**config.mk**
```make
export PLATFORM = sky130hd
export DESIGN_NAME = pwm_compare_unit
export DESIGN_NICKNAME = d
export VERILOG_FILES = /design/src/rtl/pwm_pkg.sv /design/src/rtl/dead_time_gen.sv /design/src/rtl/pwm_compare_unit.sv
export SDC_FILE = /design/constraint.sdc
export NUM_CORES = 1
export LEC_CHECK = 0
export ABC_AREA = 1
export ABC_CLOCK_PERIOD_IN_PS = 1100
export BUFFER_PORTS_ARGS = -buffer_cell sky130_fd_sc_hd__buf_2
export CORE_MARGIN = 4
export CORE_UTILIZATION = 45
export DETAILED_ROUTE_END_ITERATION = 6
export PLACE_DENSITY = 0.7
export SLEW_MARGIN = 20
export SYNTH_ARGS = -nofsm -noshare
export SYNTH_HDL_FRONTEND = slang
export SYNTH_SLANG_ARGS = --single-unit
export TNS_END_PERCENT = 1
```
**constraint.sdc**
```tcl
create_clock -name clk -period 1.1 [get_ports clk]
set_input_delay 0.165 -clock clk [delete_from_list [all_inputs] [get_ports clk]]
set_output_delay 0.165 -clock clk [all_outputs]
set_load 0.01 [all_outputs]
```
**src/rtl/pwm_pkg.sv**
```systemverilog
// Shared constants and helpers for the PWM compare path and the future duty-register bus block.
package pwm_pkg;

    localparam int DEFAULT_BITS = 4;
    localparam int DUTY_W       = DEFAULT_BITS + 1;
    localparam int PERIOD       = 2 ** DEFAULT_BITS;

    // Valid/ready polarity: both active-high, transfer on a clk edge where both are asserted.
    localparam logic HS_ASSERTED   = 1'b1;
    localparam logic HS_DEASSERTED = 1'b0;

    function automatic int unsigned clamp_duty(input int unsigned duty, input int unsigned period);
        return (duty > period) ? period : duty;
    endfunction

endpackage

```
**src/rtl/dead_time_gen.sv**
```systemverilog
// Dead-time insertion: each output rises only after the raw level has held for DEAD cycles.
module dead_time_gen #(
    parameter int DEAD = 2
) (
    input  logic clk,
    input  logic reset_n,
    input  logic raw_i,
    output logic pwm_o,
    output logic pwm_n_o
);

    localparam int RUN_W = $clog2(DEAD + 1);
    localparam logic [RUN_W-1:0] RUN_MAX = RUN_W'(DEAD);

    logic             raw_q;
    logic [RUN_W-1:0] run_q;
    logic [RUN_W-1:0] run_d;
    logic             pwm_q;
    logic             pwm_n_q;
    logic             settled;

    // run_q counts cycles the raw level has been stable, saturating at DEAD.
    always_comb begin
        run_d = run_q;
        if (raw_i != raw_q) begin
            run_d = '0;
        end else if (run_q != RUN_MAX) begin
            run_d = run_q + 1'b1;
        end
    end

    assign settled = (run_d == RUN_MAX);

    always_ff @(posedge clk or negedge reset_n) begin
        if (!reset_n) begin
            raw_q   <= 1'b0;
            run_q   <= '0;
            pwm_q   <= 1'b0;
            pwm_n_q <= 1'b0;
        end else begin
            raw_q   <= raw_i;
            run_q   <= run_d;
            pwm_q   <= raw_i && settled;
            pwm_n_q <= !raw_i && settled;
        end
    end

    assign pwm_o   = pwm_q;
    assign pwm_n_o = pwm_n_q;

endmodule

```
**src/rtl/pwm_compare_unit.sv**
```systemverilog
// PWM compare stage with double-buffered duty applied at period wrap.
// Define DEADTIME_EN to insert dead_time_gen between the compare and the outputs.
module pwm_compare_unit
    import pwm_pkg::*;
#(
    parameter int BITS = 4,
    parameter int DEAD = 2
) (
    input  logic            clk,
    input  logic            reset_n,
    input  logic [BITS-1:0] cnt_i,
    input  logic [BITS:0]   duty_i,
    input  logic            duty_valid_i,
    output logic            duty_ready_o,
    output logic            pwm_o,
    output logic            pwm_n_o,
    output logic            period_start_o
);

    localparam int DUTY_BITS  = BITS + 1;
    localparam int PERIOD_LEN = 2 ** BITS;
    localparam logic [BITS-1:0] CNT_LAST = BITS'(PERIOD_LEN - 1);

    if (DEAD < 1 || DEAD > PERIOD_LEN / 2) begin : g_bad_dead
        $error("pwm_compare_unit: DEAD must be within 1..2^BITS/2");
    end

    logic [DUTY_BITS-1:0] pending_q, pending_d;
    logic [DUTY_BITS-1:0] active_q, active_d;
    logic                 pending_full_q, pending_full_d;
    logic                 period_start_q;
    logic                 boundary;
    logic                 accept;
    logic                 raw_d;

    assign duty_ready_o = pending_full_q ? HS_DEASSERTED : HS_ASSERTED;
    assign boundary     = (cnt_i == CNT_LAST);
    assign accept       = (duty_valid_i == HS_ASSERTED) && (duty_ready_o == HS_ASSERTED);
    assign raw_d        = ({1'b0, cnt_i} < active_q);

    // Transfer and accept are exclusive: accept needs an empty slot, transfer a full one.
    always_comb begin
        pending_d      = pending_q;
        pending_full_d = pending_full_q;
        active_d       = active_q;
        if (pending_full_q && boundary) begin
            active_d       = pending_q;
            pending_full_d = 1'b0;
        end else if (accept) begin
            pending_d      = DUTY_BITS'(clamp_duty(32'(duty_i), PERIOD_LEN));
            pending_full_d = 1'b1;
        end
    end

    always_ff @(posedge clk or negedge reset_n) begin
        if (!reset_n) begin
            pending_q      <= '0;
            pending_full_q <= 1'b0;
            active_q       <= '0;
            period_start_q <= 1'b0;
        end else begin
            pending_q      <= pending_d;
            pending_full_q <= pending_full_d;
            active_q       <= active_d;
            period_start_q <= (cnt_i == '0);
        end
    end

    assign period_start_o = period_start_q;

`ifdef DEADTIME_EN
    dead_time_gen #(
        .DEAD(DEAD)
    ) u_dead_time_gen (
        .clk    (clk),
        .reset_n(reset_n),
        .raw_i  (raw_d),
        .pwm_o  (pwm_o),
        .pwm_n_o(pwm_n_o)
    );
`else
    logic pwm_q;
    logic pwm_n_q;

    always_ff @(posedge clk or negedge reset_n) begin
        if (!reset_n) begin
            pwm_q   <= 1'b0;
            pwm_n_q <= 1'b0;
        end else begin
            pwm_q   <= raw_d;
            pwm_n_q <= !raw_d;
        end
    end

    assign pwm_o   = pwm_q;
    assign pwm_n_o = pwm_n_q;
`endif

endmodule

```
==> metrics.csv, run 1 <==
metric,value,unit
status,finished clean,
Hold/Removal Path Class,in -> reg,
Tcrit/Tclk final,98.7,%
DRT Wirelength,1170,um
row count,13,
1st-iter DRT viols,0,
average size of a mapped cell,8.47,um2
layout cells sized above 1,28.2,%
hold slack,0.120,ns
# DRC,0,
DR vias/cell,4.65,
# H-tree levels,1,
clk_skew,0.00613,ns
largest net degree at the start of global routing,15,
Final Cell Area,868,um2
Yosys top cell area share,50.5,%
Die Area,2240,um2
Synth cell types,12,
RSZ-0062 raised after global routing,yes,
Worst R2R End,pwm_o$_DFF_PN0_,
clk sinks,14,
Max-Cap Viols,0,
DIE HEIGHT,47.3,um
IO buf count,15,
Storage cell area,350,um2
yosys warns,0,
Routed Antenna Nets,0,
most frequent cells in the layout,"nand2_1, dfrtp_1, buf_2, inv_1, o21ai_0",
initial antenna violation count,0,
die width,47.3,um
Peak supply drop,0.855,mV
Worst Hold Depth,2,
core area,1380,um2
Crit Path Class,reg -> reg,
cts bufs inserted,3,
Post-DP HPWL,873,um
Cells after Synth,82,
CTS tree,built,
M3 GR Usage,4.60,%
Slew HR,78.7,%
diode count,0,
startpoint type of the worst setup path,flop,
Syn Nets,97,
hold wc startpoint,cnt_i[3],
fill count,124,
Total GRT Usage,13.4,%
Overflow after GRT,0,
post-synthesis cell area,694,um2
minimum clock period,1.09,ns
Min-Delay Endpoint,period_start_o$_DFF_PN0_,
worst reg2reg startpoint,active_q[3]$_DFFE_PN0P_,
CP dominant cell by count,inv_1,
Clock Path Buffers,2,
multi-input logic area,319,um2
CP max FO,2,
P_leak,0.494,nW
sequential share of the synthesized area,50.5,%
"commonest non-fill, non-tap cell in the layout",nand2_1,
Max stage delay on crit path,0.34,ns
CP bufs+invs,3,
Root Driver,clkbuf_4,
critical path capture point type,flop,
gpl congestion,0.733,
Slew @ Worst Pin,0.319,ns
post-synth top area cell,dfrtp_1,
WP data required,1.28,ns
met1 GRT Util,16.3,%
Area contributors post-synth,"dfrtp_1, nand2_1, o21ai_0, inv_1, ha_1",
clock latency on the worst-skew pair,0.28,ns
power density cells,1640,nW/um2
Area growth syn-to-layout,25.0,%
Placed Area,788,um2
Synth Register Bits,14,
WP data arrival,1.27,ns
drt pass-1 iters,1,
first-pass GRT wire length,2060,um
IO Pins,16,
busiest grt layer,met2,
Initial Utilization,50.2,%
R2R depth,7,
critical path's top delay family,flip-flops,
Max Fclk,0.921,GHz
critical-path cell list,inv_1 > ha_1 > inv_1 > nor2_2 > nand3_2 > inv_1 > nor2_1,
Hold Fails Final Rpt,0,
GR Util met2,20.3,%
"Reg clk slew, reported paths",0.09,ns
vias in the first global route,492,
r2r setup slk,0.01,ns
Crit-path slowest cell,dfrtp_1,
NumNets Final,119,
Final Max Tran Viols,0,
Vias,549,
Setup Viol. Count Final,0,
WL/cell,9.89,um
## cells in the mapped netlist, drive strengths merged
library cell	number
nor2	9
nand2	31
nand3	3
ha	3
nor3b	1
inv	12
o21ai	9
dfrtp	14
## report_power, final
part | internal, mW | leakage, nW | total, mW | switching, mW
clock | 0.201 | 0.0210 | 0.368 | 0.167
combinational | 0.159 | 0.295 | 0.363 | 0.204
sequential | 0.635 | 0.178 | 0.693 | 0.0586
## cell families (layout without fill, tap and decap cells)
kind of cell / after synthesis / count (layout) / share of synthesized area (%)
compound gates: 9 / 9 / 6.49
fa+ha+maj: 3 / 3 / 5.41
buf+inv: 12 / 33 / 6.49
flops: 14 / 14 / 50.5
simple gates: 44 / 44 / 31.2
## final cells by class
class                   count  area share, %
well taps                  15           2.16
flip-flops and latches     14           40.3
multi-input cells          56           36.7
clock buffers               4           4.18
repair buffers             17           11.4
inverters                  12           5.19
## routing by layer
metal,vias up,share of wire [%]
met4,0,0.51
met5,-,0
met3,2,7.5
met2,14,47
met1,239,45
li1,294,-
## per-stage QoR
step	utilization (%)	worst slack [ns]	TNS [ns]	cells	power, mW
2_1_floorplan	-	0.0785	0	82	0.905
4_1_cts	61.0	0.000957	0	117	1.41
5_1_grt	62.8	-0.0710	-0.115	118	1.54
6_report	62.8	0.0143	0	118	1.42
3_5_place_dp	57.0	-0.00397	-0.00397	112	1.02
3_3_place_gp	57.0	0.0604	0	112	1.01
## state kept, by name, summed over array words and instances, names as in the netlist
name	count
pending_q	5
pwm_o	1
pwm_n_o	1
period_start_o	1
active_q	5
pending_full_q	1
## how the worst max path moves through the flow
stage | from | end | cells after the start
3_5_place_dp | active_q[3]$_DFFE_PN0P_ | pwm_o$_DFF_PN0_ | 7
4_1_cts | pending_full_q$_DFFE_PN0P_ | duty_ready_o | 2
3_3_place_gp | active_q[3]$_DFFE_PN0P_ | pwm_o$_DFF_PN0_ | 7
6_report | active_q[3]$_DFFE_PN0P_ | pwm_o$_DFF_PN0_ | 7
2_1_floorplan | active_q[3]$_DFFE_PN0P_ | pwm_o$_DFF_PN0_ | 7
5_1_grt | active_q[3]$_DFFE_PN0P_ | pwm_o$_DFF_PN0_ | 7
## what timing repair did
action	4_1_cts	5_1_grt
hold buffers	1	0
resized for setup	2	3
endpoints found under the setup margin	2	3
setup buffers	0	1
endpoints found under the hold margin	14	0
pin swaps	1	1
Power figures use the tool's default switching activity.
==> run 2: changes to the inputs <==
--- a/config.mk
+++ b/config.mk
@@ -8,10 +8,9 @@
 export ABC_AREA = 1
 export ABC_CLOCK_PERIOD_IN_PS = 1100
 export BUFFER_PORTS_ARGS = -buffer_cell sky130_fd_sc_hd__buf_2
-export CORE_MARGIN = 4
 export CORE_UTILIZATION = 45
 export DETAILED_ROUTE_END_ITERATION = 6
-export PLACE_DENSITY = 0.7
+export PLACE_DENSITY = 0.82
 export SLEW_MARGIN = 20
 export SYNTH_ARGS = -nofsm -noshare
 export SYNTH_HDL_FRONTEND = slang
==> metrics.csv, run 2 (synthesized netlist as in run 1, its figures left out) <==
metric,value,unit,change
status,finished clean,,unchanged
CTS tree,built,,unchanged
"commonest non-fill, non-tap cell in the layout",nand2_1,,unchanged
Die Area,1700,um2,was 2240 um2
fill count,125,,was 124
"Reg clk slew, reported paths",0.09,ns,about the same
worst reg2reg startpoint,active_q[3]$_DFFE_PN0P_,,unchanged
WL/cell,9.89,um,unchanged
CP dominant cell by count,inv_1,,unchanged
post-route setup slack,0.0182,ns,was 0.0143 ns
vias in the first global route,480,,was 492
Setup Viol. Count Final,0,,unchanged
Max-Cap Viols,0,,unchanged
Max Fclk,0.924,GHz,was 0.921 GHz
placed cell count,112,,unchanged
critical-path cell list,inv_1 > ha_1 > inv_2 > nor2_4 > nand3_2 > inv_1 > nor2_1,,was inv_1 > ha_1 > inv_1 > nor2_2 > nand3_2 > inv_1 > nor2_1
Slew HR,79.6,%,was 78.7%
Crit-path slowest cell,dfrtp_1,,unchanged
Peak supply drop,0.798,mV,was 0.855 mV
minimum clock period,1.08,ns,was 1.09 ns
first-pass GRT wire length,1780,um,was 2060 um
clk_skew,0.00154,ns,was 0.00613 ns
P_leak,0.491,nW,was 0.494 nW
startpoint type of the worst setup path,flop,,unchanged
power density cells,1670,nW/um2,was 1640 nW/um2
Slew @ Worst Pin,0.306,ns,was 0.319 ns
NumNets Final,119,,unchanged
Root Driver,clkbuf_4,,unchanged
Worst R2R End,pwm_o$_DFF_PN0_,,unchanged
wire length on met1,474,um,was 520 um
Vias,589,,was 549
1st-iter DRT viols,14,,was 0
row count,13,,unchanged
largest net degree at the start of global routing,15,,unchanged
R2R depth,7,,unchanged
Overflow after GRT,0,,unchanged
DR top layer,met4,,unchanged
layout cells sized above 1,27.2,%,was 28.2%
Max stage delay on crit path,0.35,ns,was 0.34 ns
DR WL met3,73,um,was 88 um
Crit Path Class,reg -> reg,,unchanged
IO buf count,15,,unchanged
core area,1370,um2,was 1380 um2
RSZ-0062 raised after global routing,yes,,unchanged
gpl congestion,0.698,,was 0.733
Hold/Removal Path Class,in -> reg,,unchanged
WP data arrival,1.27,ns,about the same
die width,41.3,um,was 47.3 um
Largest regs,"active_q (5), pending_q (5)",,unchanged
initial antenna violation count,0,,unchanged
diode count,0,,unchanged
CP startpoint,active_q[3]$_DFFE_PN0P_,,unchanged
IO Pins,16,,unchanged
CP max FO,2,,unchanged
multi-input logic area,312,um2,was 319 um2
drt pass-1 iters,4,,was 1
Hold Fails Final Rpt,0,,unchanged
cts bufs inserted,3,,unchanged
hold wc startpoint,cnt_i[2],,was cnt_i[3]
Post-Layout Cell Count,118,,unchanged
Area growth syn-to-layout,23.1,%,was 25.0%
most frequent cells in the layout,"nand2_1, buf_2, dfrtp_1, inv_1, o21ai_0",,"was nand2_1, dfrtp_1, buf_2, inv_1, o21ai_0"
# H-tree levels,1,,unchanged
Routed Antenna Nets,0,,unchanged
DIE HEIGHT,41.3,um,was 47.3 um
Post-DP HPWL,865,um,was 873 um
clk sinks,14,,unchanged
Total GRT Usage,17.3,%,was 13.4%
Storage cell area,350,um2,unchanged
r2r setup slk,0.02,ns,was 0.01 ns
DR vias/cell,4.99,,was 4.65
pre-CTS WS,0.00472,ns,was -0.00397 ns
critical path capture point type,flop,,unchanged
Final Max Tran Viols,0,,unchanged
clock latency on the worst-skew pair,0.28,ns,about the same
WP data required,1.28,ns,about the same
Clock Path Buffers,2,,unchanged
Tcrit/Tclk final,98.3,%,was 98.7%
Initial Utilization,50.8,%,was 50.2%
Worst Setup EP,pwm_o$_DFF_PN0_,,unchanged
met2 wire length,607,um,was 551 um
# DRC,0,,unchanged
DRT Wirelength,1170,um,unchanged
-- run 2: power breakdown --
group	switching (mW)	internal [mW]	total [mW]
clock	0.174	0.201	0.375
combinational	0.203	0.150	0.353
sequential	0.0608	0.635	0.696
-- run 2: critical path, delay by kind of cell (launching register included) --
family	cells	cell delay [ns]
buffers and inverters	3	0.14
adders and majority gates	1	0.28
DFF	1	0.35
and+or+nand+nor	3	0.22
-- run 2: stage by stage --
stage / area, um2 / hold WS, ns / power [mW] / TNS, ns / utilization [%]
final: 855 / 0.101 / 1.42 / 0 / 62.5
after global routing: 855 / 0.110 / 1.52 / -0.0835 / 62.5
after CTS: 842 / 0.0983 / 1.40 / -0.00986 / 61.6
after detailed placement: 788 / 0.0742 / 1.03 / 0 / 57.7
after global placement: 788 / 0.0698 / 1.01 / 0 / 57.7
after floorplan: 694 / -0.131 / 0.905 / 0 / -
-- run 2: metal layers --
layer | vias to the layer above | GRT usage (%)
met5 | - | 0
met3 | 2 | 3.26
met4 | 0 | 12.1
met2 | 25 | 32.8
li1 | 293 | -
met1 | 269 | 16.0
-- run 2: what timing repair did --
action                                 CTS  global route
hold buffers                             1             0
setup buffers                            1             0
setup endpoints to repair                2             2
endpoints found under the hold margin   14             0
gates resized for setup                  0             4
pin swaps                                0             3
-- run 2: final cells by class --
cell class	instances	area share, %
repair buffers	17	10.8
clock buffers	4	4.25
flip-flops and latches	14	41.0
multi-input cells	56	36.5
well taps	15	2.20
inverters	12	5.27
-- run 2: how the worst min path moves through the flow --
stage	endpoint	cells after the start	slack, ns
3_5_place_dp	period_start_o$_DFF_PN0_	1	0.07
5_1_grt	period_start_o$_DFF_PN0_	2	0.11
3_3_place_gp	pwm_n_o$_DFF_PN0_	1	0.07
4_1_cts	period_start_o$_DFF_PN0_	2	0.1
2_1_floorplan	active_q[0]$_DFFE_PN0P_	0	-0.13
6_report	period_start_o$_DFF_PN0_	2	0.10
